File: src/rtl/core_pkg.sv
// Shared constants and small helpers for the fetch stage of the 5-stage MIPS core.
package core_pkg;

  localparam int XLEN = 32;

  // Instruction encoding field positions (MIPS32)
  localparam int OPCODE_MSB = 31;
  localparam int OPCODE_LSB = 26;
  localparam int OPCODE_W   = OPCODE_MSB - OPCODE_LSB + 1;
  localparam int FUNC_MSB   = 5;
  localparam int FUNC_LSB   = 0;
  localparam int FUNC_W     = FUNC_MSB - FUNC_LSB + 1;
  localparam int JIDX_MSB   = 25;
  localparam int JIDX_LSB   = 0;

  // Upper PC bits preserved across a J-type jump
  localparam int PC_REGION_MSB = 31;
  localparam int PC_REGION_LSB = 28;

  // sll $0,$0,0 -- the architectural NOP used for pipeline bubbles
  localparam logic [XLEN-1:0] NOP_INSTR = 32'h0000_0000;
  localparam logic [XLEN-1:0] PC_STEP   = 32'h0000_0004;
  localparam logic [XLEN-1:0] WORD_MASK = 32'h0000_0003;

  // Force a byte address onto a word boundary
  function automatic logic [XLEN-1:0] align_pc(input logic [XLEN-1:0] addr);
    return addr & ~WORD_MASK;
  endfunction

endpackage : core_pkg

File: src/rtl/fetch_stage_if.sv
// Bundle of hazard/redirect controls, instruction-memory bus and IF/ID outputs.
interface fetch_stage_if;
  import core_pkg::*;

  // Controls from hazard unit and decoder
  logic                stallF;
  logic                stallD;
  logic                pcSrcD;
  logic                jump;
  logic                clearD;
  logic [XLEN-1:0]     pcBranchD;

  // Harvard instruction-memory port
  logic [XLEN-1:0]     imemAddr;
  logic [XLEN-1:0]     imemData;

  // IF/ID register contents presented to decode
  logic [XLEN-1:0]     instrD;
  logic [OPCODE_W-1:0] opCodeD;
  logic [FUNC_W-1:0]   funcD;
  logic [XLEN-1:0]     pcPlus4D;
  logic                validD;

  // Environment side: hazard unit, decoder and instruction memory
  modport master (
    output stallF, stallD, pcSrcD, jump, clearD, pcBranchD, imemData,
    input  imemAddr, instrD, opCodeD, funcD, pcPlus4D, validD
  );

  // Fetch stage side
  modport slave (
    input  stallF, stallD, pcSrcD, jump, clearD, pcBranchD, imemData,
    output imemAddr, instrD, opCodeD, funcD, pcPlus4D, validD
  );

endinterface : fetch_stage_if

File: src/rtl/fetch_stage_if_id_reg.sv
// IF/ID pipeline register: holds the fetched instruction and its PC+4.
// A stall (en low) holds everything and takes priority over a flush, so a
// redirect computed from stale operands during a stall cannot kill the
// instruction waiting in decode.
module if_id_reg
  import core_pkg::*;
(
  input  logic            clk,
  input  logic            rst,
  input  logic            en,
  input  logic            clr,
  input  logic [XLEN-1:0] instr_in,
  input  logic [XLEN-1:0] pc_plus4_in,
  output logic [XLEN-1:0] instr,
  output logic [XLEN-1:0] pc_plus4,
  output logic            valid
);

  logic [XLEN-1:0] instr_r;
  logic [XLEN-1:0] pc_plus4_r;
  logic            valid_r;

  // Register update: reset bubble, then stall hold, then flush bubble, then load
  always_ff @(posedge clk) begin
    if (rst) begin
      instr_r    <= NOP_INSTR;
      pc_plus4_r <= 32'h0000_0000;
      valid_r    <= 1'b0;
    end else if (!en) begin
      instr_r    <= instr_r;
      pc_plus4_r <= pc_plus4_r;
      valid_r    <= valid_r;
    end else if (clr) begin
      instr_r    <= NOP_INSTR;
      pc_plus4_r <= 32'h0000_0000;
      valid_r    <= 1'b0;
    end else begin
      instr_r    <= instr_in;
      pc_plus4_r <= pc_plus4_in;
      valid_r    <= 1'b1;
    end
  end

  assign instr    = instr_r;
  assign pc_plus4 = pc_plus4_r;
  assign valid    = valid_r;

endmodule : if_id_reg

File: src/rtl/fetch_stage.sv
// Instruction-fetch stage: PC register, next-PC selection and the IF/ID
// pipeline register. The PC register drives the instruction-memory address
// directly, so imemAddr is a registered output.
module fetch_stage
  import core_pkg::*;
#(
  parameter logic [XLEN-1:0] RESET_PC = 32'h0000_0000
)(
  input  logic          clk,
  input  logic          rst,
  fetch_stage_if.slave  bus
);

  logic [XLEN-1:0] pc_r;
  logic [XLEN-1:0] pc_plus4_s;
  logic [XLEN-1:0] jump_target_s;
  logic [XLEN-1:0] next_pc_s;

  assign pc_plus4_s = pc_r + PC_STEP;

  // J-type target keeps the region bits of the jump's own PC+4
  assign jump_target_s = {bus.pcPlus4D[PC_REGION_MSB:PC_REGION_LSB],
                          bus.instrD[JIDX_MSB:JIDX_LSB], 2'b00};

  // Next-PC select: stall holds, jump beats branch, otherwise sequential
  always_comb begin
    next_pc_s = pc_plus4_s;
    if (bus.stallF) begin
      next_pc_s = pc_r;
    end else if (bus.jump) begin
      next_pc_s = align_pc(jump_target_s);
    end else if (bus.pcSrcD) begin
      next_pc_s = align_pc(bus.pcBranchD);
    end else begin
      next_pc_s = pc_plus4_s;
    end
  end

  // PC register; reset overrides stalls and redirects
  always_ff @(posedge clk) begin
    if (rst) begin
      pc_r <= align_pc(RESET_PC);
    end else begin
      pc_r <= next_pc_s;
    end
  end

  assign bus.imemAddr = pc_r;

  if_id_reg u_if_id_reg (
    .clk         (clk),
    .rst         (rst),
    .en          (~bus.stallD),
    .clr         (bus.clearD),
    .instr_in    (bus.imemData),
    .pc_plus4_in (pc_plus4_s),
    .instr       (bus.instrD),
    .pc_plus4    (bus.pcPlus4D),
    .valid       (bus.validD)
  );

  // Field slices handed to the control decoder
  assign bus.opCodeD = bus.instrD[OPCODE_MSB:OPCODE_LSB];
  assign bus.funcD   = bus.instrD[FUNC_MSB:FUNC_LSB];

endmodule : fetch_stage

File: src/flat_wrapper.sv
// flat-port wrapper written by rule: the top's interface ports become plain ports
module fetch_stage_flat import core_pkg::*;
#(
  parameter logic [XLEN-1:0] RESET_PC = 32'h0000_0000
)
  (clk, rst, bus_stallF, bus_stallD, bus_pcSrcD, bus_jump, bus_clearD, bus_pcBranchD, bus_imemData, bus_imemAddr, bus_instrD, bus_opCodeD, bus_funcD, bus_pcPlus4D, bus_validD);
  fetch_stage_if bus_i ();
  input  logic clk;
  input  logic rst;
  input wire logic [$bits(bus_i.stallF)-1:0] bus_stallF;
  input wire logic [$bits(bus_i.stallD)-1:0] bus_stallD;
  input wire logic [$bits(bus_i.pcSrcD)-1:0] bus_pcSrcD;
  input wire logic [$bits(bus_i.jump)-1:0] bus_jump;
  input wire logic [$bits(bus_i.clearD)-1:0] bus_clearD;
  input wire logic [$bits(bus_i.pcBranchD)-1:0] bus_pcBranchD;
  input wire logic [$bits(bus_i.imemData)-1:0] bus_imemData;
  output wire logic [$bits(bus_i.imemAddr)-1:0] bus_imemAddr;
  output wire logic [$bits(bus_i.instrD)-1:0] bus_instrD;
  output wire logic [$bits(bus_i.opCodeD)-1:0] bus_opCodeD;
  output wire logic [$bits(bus_i.funcD)-1:0] bus_funcD;
  output wire logic [$bits(bus_i.pcPlus4D)-1:0] bus_pcPlus4D;
  output wire logic [$bits(bus_i.validD)-1:0] bus_validD;
  assign bus_i.stallF = bus_stallF;
  assign bus_i.stallD = bus_stallD;
  assign bus_i.pcSrcD = bus_pcSrcD;
  assign bus_i.jump = bus_jump;
  assign bus_i.clearD = bus_clearD;
  assign bus_i.pcBranchD = bus_pcBranchD;
  assign bus_i.imemData = bus_imemData;
  assign bus_imemAddr = bus_i.imemAddr;
  assign bus_instrD = bus_i.instrD;
  assign bus_opCodeD = bus_i.opCodeD;
  assign bus_funcD = bus_i.funcD;
  assign bus_pcPlus4D = bus_i.pcPlus4D;
  assign bus_validD = bus_i.validD;
  fetch_stage #(.RESET_PC(RESET_PC)) u_core (.clk(clk), .rst(rst), .bus(bus_i));
endmodule
File: config.mk
export PLATFORM = sky130hd
export DESIGN_NAME = fetch_stage_flat
export DESIGN_NICKNAME = d
export VERILOG_FILES = /design/src/rtl/core_pkg.sv /design/src/rtl/fetch_stage_if.sv /design/src/rtl/fetch_stage_if_id_reg.sv /design/src/rtl/fetch_stage.sv /design/src/flat_wrapper.sv
export SDC_FILE = /design/constraint.sdc
export NUM_CORES = 1
export LEC_CHECK = 0
export ABC_AREA = 0
export CAP_MARGIN = 10
export CORE_AREA = 2 2 110 112
export CTS_CLUSTER_DIAMETER = 40
export DETAILED_ROUTE_END_ITERATION = 12
export DIE_AREA = 0 0 112 114
export GPL_ROUTABILITY_DRIVEN = 0
export GPL_TIMING_DRIVEN = 1
export PLACE_DENSITY = 0.76
export SYNTH_ARGS = -nofsm -noshare
export SYNTH_HDL_FRONTEND = slang
export SYNTH_SLANG_ARGS = --single-unit
File: constraint.sdc
create_clock -name clk -period 1.6 [get_ports clk]
set_input_delay 0.24 -clock clk [delete_from_list [all_inputs] [get_ports clk]]
set_output_delay 0.24 -clock clk [all_outputs]
set_load 0.01 [all_outputs]
==> results.yml, run 1 <==
cells_and_area:
  area_growth_pct: 75.5
  fin_nets: 828
  drive_gt1_share_pct: 29.4
  n_antenna_cell: 0
  finish.utilization_pct: 67.9
floorplanning:
  coreArea_mm2: 0.0117
  die-area_mm2: 0.0128
  io_pins: 180
  start_util_pct: 38.7
  dieWidth_um: 112
  rows: 40
  die_y_um: 114
sta:
  fmax_ghz: 0.566
  timing.slew.headroom_pct: 62.7
  min_period_ns: 1.77
  setup_slack_ns: -0.168
  fin_worst_skew_ns: 0.00936
  rsz0062_at_grt: "yes"
  setup_viol: 24
  timing.final.crit_share_pct: 110
  hold_viol_final: 0
  finalMaxSlewViolations: 0
  worstMarginPinSlew_ns: 0.557
synth:
  synth_compound_area_share_pct: 26.8
  synth-xor-area-share_pct: 5.03
  avgSynthCellArea_um2: 8.98
  synth_mux_area_share_pct: 0.663
  synth_top_family_by_area: "compound AO/OA/AOI/OAI gates"
  async_flop_share_pct: 0
  synth_edf_count: 0
  synthCells: 504
  ys_types: 63
  synthAdderAreaFrac_pct: 0.276
  postSynth.topFlopCell: "dfxtp_1"
  synth_area_mm2: 0.00453
  yosysSeqAreaShare_pct: 41.6
  synth-simple-area-share_pct: 17.5
  synth-seq-cells: 94
  yosysWarningCount: 0
route:
  dr.pass1.iters: 6
  drt-total-wl_um: 17900
  vias_per_cell: 5.77
  post_drt_wl_per_cell_um: 19.7
  ant_nets: 0
  drc: 0
  drt_iter0_markers: 474
  num_vias: 5242
clock_tree:
  htree_num_levels: 3
  cts_tree: "done"
  cts_hold_buf: 0
  clk_path_buf_depth: 2
  clkLatencyLatePin_ns: 0.35
  cts_buffers: 9
  clock-sinks: 94
  cts_root_buf: "clkbuf_16"
  clkSlewWorstSetupHoldPaths_ns: 0.07
power_and_ir_drop:
  max-vdd-ir-drop_mv: 0.529
  p_leak_nw: 3.33
  power.density_mw_per_mm2: 739
  total_power_mw: 5.88
global_routing:
  grt_pass1_vias: 5045
  grt_pass1_wl_um: 26400
  antenna_found_initial: 0
  grt_max_degree: 42
  grt.total_usage_pct: 25.8
  grt-ovfl-total: 0
critical_path:
  regToRegSetupSlack_ns: -0.17
  required_ns: 1.87
  worst_setup_path_end_kind: "flop"
  reg2reg_depth: 7
  critPathKind: "flop to flop"
  arrival_ns: 2.03
  worstPathMaxFanout: 3
  start_kind: "flop"
min_path:
  hp-class: "flop to flop"
  worstHoldPathCells: 2
outcome:
  status: "finished with violations"
  violations: "setup timing"
place:
  dpl.hpwl_um: 12400
  io_buffers: 175
run:
  cap_violations: 0
## metal layers
| metal | share of wire [%] | global-route usage, % | vias to the layer above |
|---|---|---|---|
| li1 | - | - | 2364 |
| met1 | 40 | 33.1 | 2486 |
| met2 | 48 | 42.9 | 338 |
| met3 | 9.2 | 4.84 | 54 |
| met4 | 3.0 | 11.2 | 0 |
| met5 | 0 | 0 | - |
## synthesized netlist by cell type, drive strengths merged (4+ instances only)
library cell	count	area, um2
inv	19	71.3
nor3	10	82.6
a21oi	25	125
nand2	50	204
xnor2	13	114
and3	5	31.3
o211ai	4	30.0
a22oi	9	67.6
buf	21	146
nand3	12	65.1
and4	4	36.3
nor4	10	83.8
a22o	44	387
o31ai	5	37.5
a221oi	15	131
a21o	4	31.3
a211oi	5	37.5
xor2	13	114
nor2	18	82.6
nand4	15	121
o21ai	39	195
clkbuf	32	150
dfxtp	94	1880
## worst max-delay path, stage by stage (launching register included)
cell and delay, ns:
dfxtp_4 0.37, ha_4 0.14, buf_6 0.10, nand3_4 0.08, nor3_4 0.23, nand4_1 0.18, o32a_1 0.39, o22ai_2 0.19
## where the power goes
part           total, mW  internal (mW)  leakage, nW  switching (mW)
clock network       2.26           1.35        0.153           0.918
logic               1.09          0.586         2.40           0.508
registers           2.52           2.43        0.775          0.0883
## area by class of cell
class                           count  area, um2
Clock buffer                       14        274
Inverter                           19       71.3
Multi-Input combinational cell    339       2710
Clock inverter                      2       38.8
Timing Repair Buffer              293       2750
Sequential cell                    94       1920
Tap cell                          147        184
Fill cell                         882       3760
## cell usage in the layout (no fill, tap or decap), types with 4 or more instances in the layout
master / Yosys / final
clkdlybuf4s50_1: 0 / 146
buf_4: 15 / 98
dfxtp_1: 94 / 74
nand2_1: 49 / 45
a22o_1: 43 / 43
o21ai_0: 36 / 23
dlygate4sd2_1: 0 / 23
a21oi_1: 25 / 22
inv_1: 19 / 19
nor2_1: 16 / 15
dfxtp_2: 0 / 15
buf_6: 1 / 13
nand4_1: 12 / 12
o21ai_1: 3 / 12
xor2_1: 13 / 11
a221oi_1: 15 / 11
a22oi_1: 9 / 9
clkbuf_16: 0 / 9
xnor2_2: 0 / 8
buf_12: 0 / 7
nand3_1: 11 / 6
nor3_4: 2 / 5
dlymetal6s2s_1: 0 / 5
dfxtp_4: 0 / 5
nand3_4: 0 / 4
and3_1: 5 / 4
o21ai_2: 0 / 4
nor4_1: 8 / 4
a221oi_2: 0 / 4
o211ai_1: 4 / 4
nor3_1: 6 / 4
## path summary, 6_finish.rpt
path                                                     from                                           to
setup / recovery          u_core.bus.imemAddr[2]$_SDFFE_PP0N_         u_core.bus.imemAddr[24]$_SDFFE_PP0N_
hold / removal    u_core.u_if_id_reg.pc_plus4[9]$_SDFFE_PP0N_  u_core.u_if_id_reg.pc_plus4[9]$_SDFFE_PP0N_
setup reg to reg          u_core.bus.imemAddr[2]$_SDFFE_PP0N_         u_core.bus.imemAddr[24]$_SDFFE_PP0N_
hold reg to reg   u_core.u_if_id_reg.pc_plus4[9]$_SDFFE_PP0N_  u_core.u_if_id_reg.pc_plus4[9]$_SDFFE_PP0N_
## sequential cells by signal, summed over array words and instances, names as in the netlist
name / flops
u_core.u_if_id_reg.instr: 32
u_core.u_if_id_reg.pc_plus4: 31
u_core.bus.imemAddr: 30
u_core.u_if_id_reg.valid: 1
## timing repair
item                       4_1_cts  5_1_grt
setup buffers                    6       14
resized for setup               72       61
gates cloned                     0        0
pin swaps                       16       29
setup endpoints to repair       58       53
## cells by family (layout without fill, tap and decap cells)
kind of cell,Yosys count,in the layout
other,1,2
XOR/XNOR,26,26
multiplexers,3,3
AND/OR/NAND/NOR,137,137
buffers and inverters,72,328
AO/OA/AOI/OAI,170,170
flip-flops,94,94
adder cells (fa/ha/maj),1,1
## through the flow
stage	std cells	setup TNS (ns)	setup slack [ns]	hold slack, ns	instance area, um2
3_3_place_gp	875	-5.65	-0.213	0.432	7110
4_1_cts	897	-0.865	-0.102	0.449	7620
3_5_place_dp	875	-8.57	-0.308	0.440	7110
5_1_grt	908	-3.29	-0.211	0.467	7950
2_1_floorplan	505	-0.482	-0.159	0.373	4610
6_report	908	-1.53	-0.168	0.447	7950
No activity file was read; power rests on OpenSTA's default activity.
==> inputs of run 2 (changes only) <==
--- a/config.mk
+++ b/config.mk
@@ -14,6 +14,7 @@
 export GPL_ROUTABILITY_DRIVEN = 0
 export GPL_TIMING_DRIVEN = 1
 export PLACE_DENSITY = 0.76
+export SETUP_SLACK_MARGIN = 0.05
 export SYNTH_ARGS = -nofsm -noshare
 export SYNTH_HDL_FRONTEND = slang
 export SYNTH_SLANG_ARGS = --single-unit
==> run 2 against run 1 <==
- the run still ends with setup timing left
- count of clock-buffer cells in the layout down 5
- flip-flop and latch count did not move
- critical path depth did not move
- register-to-register slack is essentially flat
- worst hold slack got worse by 0.0055 ns
- utilization is 0.27 points lower
- via count down 1.2%
- global-route usage rose by 0.67 points
- clock power shrank 4%
- largest cell class unchanged
- power is 2.3% lower
- cell count is 0.88% lower
- non-clock buffer count down 8
==> results.yml, run 2 (same netlist as run 1, synthesis figures left out) <==
clock_tree:
  cts_tree: "done"
  htree_num_levels: 3
  clkSlewWorstSetupHoldPaths_ns: 0.07
  clkLatencyLatePin_ns: 0.35
  cts_buffers: 9
  cts_root_buf: "clkbuf_16"
  clk_path_buf_depth: 2
  clock-sinks: 94
  cts_hold_buf: 0
cells_and_area:
  area_growth_pct: 74.8
  n_antenna_cell: 0
  ff_latch_area_mm2: 0.00192
  largest_register_ffs: 32
  finalNonFillerCells: 900
  final_common_cell: "clkdlybuf4s50_1"
  multiInputGateArea_mm2: 0.00272
  final_cell_mix: "clkdlybuf4s50_1 (122), buf_4 (85), dfxtp_1 (70)"
  drive_gt1_share_pct: 29.0
  fin_nets: 820
  finish.utilization_pct: 67.6
  fillers: 884
  final_area_mm2: 0.00792
run:
  cap_violations: 0
min_path:
  hp-class: "flop to flop"
  holdPathEnd: "u_core.u_if_id_reg.pc_plus4[26]$_SDFFE_PP0N_"
  worstHoldStart: "u_core.u_if_id_reg.pc_plus4[26]$_SDFFE_PP0N_"
  worstHoldPathCells: 2
sta:
  timing.final.crit_share_pct: 111
  setup_viol: 25
  hold_viol_final: 0
  setup_slack_ns: -0.172
  fin_tns_setup_ns: -1.95
  fin_worst_skew_ns: 0.00700
  rsz0062_at_grt: "yes"
  finalMaxSlewViolations: 0
  fmax_ghz: 0.564
  min_period_ns: 1.77
power_and_ir_drop:
  total_power_mw: 5.74
  p_leak_nw: 3.56
  max-vdd-ir-drop_mv: 0.492
  power.density_mw_per_mm2: 725
critical_path:
  required_ns: 1.88
  rr_endpoint: "u_core.bus.imemAddr[21]$_SDFFE_PP0N_"
  arrival_ns: 2.05
  worst_setup_path_end_kind: "flop"
  r2r-start: "u_core.bus.imemAddr[9]$_SDFFE_PP0N_"
  critPathKind: "flop to flop"
  reg2reg_depth: 7
  worstPathMaxFanout: 4
  start_kind: "flop"
  regToRegSetupSlack_ns: -0.17
place:
  dp_cells: 865
  placed_cell_area_mm2: 0.00703
  dpl.hpwl_um: 12400
  io_buffers: 175
floorplanning:
  die_y_um: 114
  dieWidth_um: 112
  rows: 40
  io_pins: 180
  die-area_mm2: 0.0128
  coreArea_mm2: 0.0117
  start_util_pct: 38.7
global_routing:
  grt-ovfl-total: 0
  grt_pass1_wl_um: 27000
  grt_max_degree: 26
  grt_pass1_vias: 5251
  antenna_found_initial: 0
  grt.total_usage_pct: 26.5
route:
  ant_nets: 0
  drt_iter0_markers: 388
  post_drt_wl_per_cell_um: 19.9
  dr.pass1.iters: 5
  vias_per_cell: 5.75
  drc: 0
  drt-total-wl_um: 17900
  num_vias: 5177
outcome:
  violations: "setup timing"
  status: "finished with violations"
[run 2: how the worst max path moves through the flow]
stage | end | start | cells past startpoint
after global placement | u_core.bus.imemAddr[29]$_SDFFE_PP0N_ | bus_pcSrcD | 7
after floorplan | u_core.bus.imemAddr[25]$_SDFFE_PP0N_ | u_core.bus.imemAddr[6]$_SDFFE_PP0N_ | 6
after detailed placement | u_core.bus.imemAddr[29]$_SDFFE_PP0N_ | bus_pcSrcD | 7
final | u_core.bus.imemAddr[21]$_SDFFE_PP0N_ | u_core.bus.imemAddr[9]$_SDFFE_PP0N_ | 7
after global routing | u_core.bus.imemAddr[21]$_SDFFE_PP0N_ | u_core.bus.imemAddr[9]$_SDFFE_PP0N_ | 7
after CTS | u_core.bus.imemAddr[21]$_SDFFE_PP0N_ | u_core.bus.imemAddr[9]$_SDFFE_PP0N_ | 7
[run 2: metrics by stage]
stage	hold slack, ns	worst slack [ns]
finish	0.442	-0.172
detailed placement	0.439	-0.338
global route	0.464	-0.279
floorplan	0.373	-0.159
global placement	0.430	-0.276
CTS	0.449	-0.105
[run 2: timing repair]
action	CTS	global route
pin swaps	23	29
setup buffers	12	11
setup endpoints to repair	79	62
resized for setup	85	80
gates cloned	0	0
[run 2: power by group]
part	switching [mW]	total, mW	leakage [nW]	internal, mW
Sequential	0.0877	2.52	0.777	2.43
Clock	0.961	2.16	0.134	1.20
Combinational	0.494	1.06	2.65	0.564
[run 2: critical path, cell delays in order (launching register included)]
cell and delay (ns):
dfxtp_2 0.35, nand4_4 0.16, buf_12 0.17, buf_12 0.12
nor3_4 0.23, nand4_1 0.16, o32a_1 0.36, o22ai_1 0.16
[run 2: layout make-up]
cell class | instances | area share [%]
multi-input combinational | 339 | 34.3
tap | 147 | 2.32
sequential | 94 | 24.3
timing repair buffer | 285 | 34.5
clock inverter | 7 | 0.822
clock buffer | 9 | 2.84
inverter | 19 | 0.901
[run 2: metal layers]
layer  vias to the layer above  part of all wire [%]  global-route usage [%]  routed length [um]
li1                       2348                     -                       -                   -
met1                      2480                    38                    30.7                6760
met2                       284                    50                    46.9                8980
met3                        65                   8.0                    6.06                1440
met4                         0                   4.0                    11.8                 714
met5                         -                     0                       0                   0
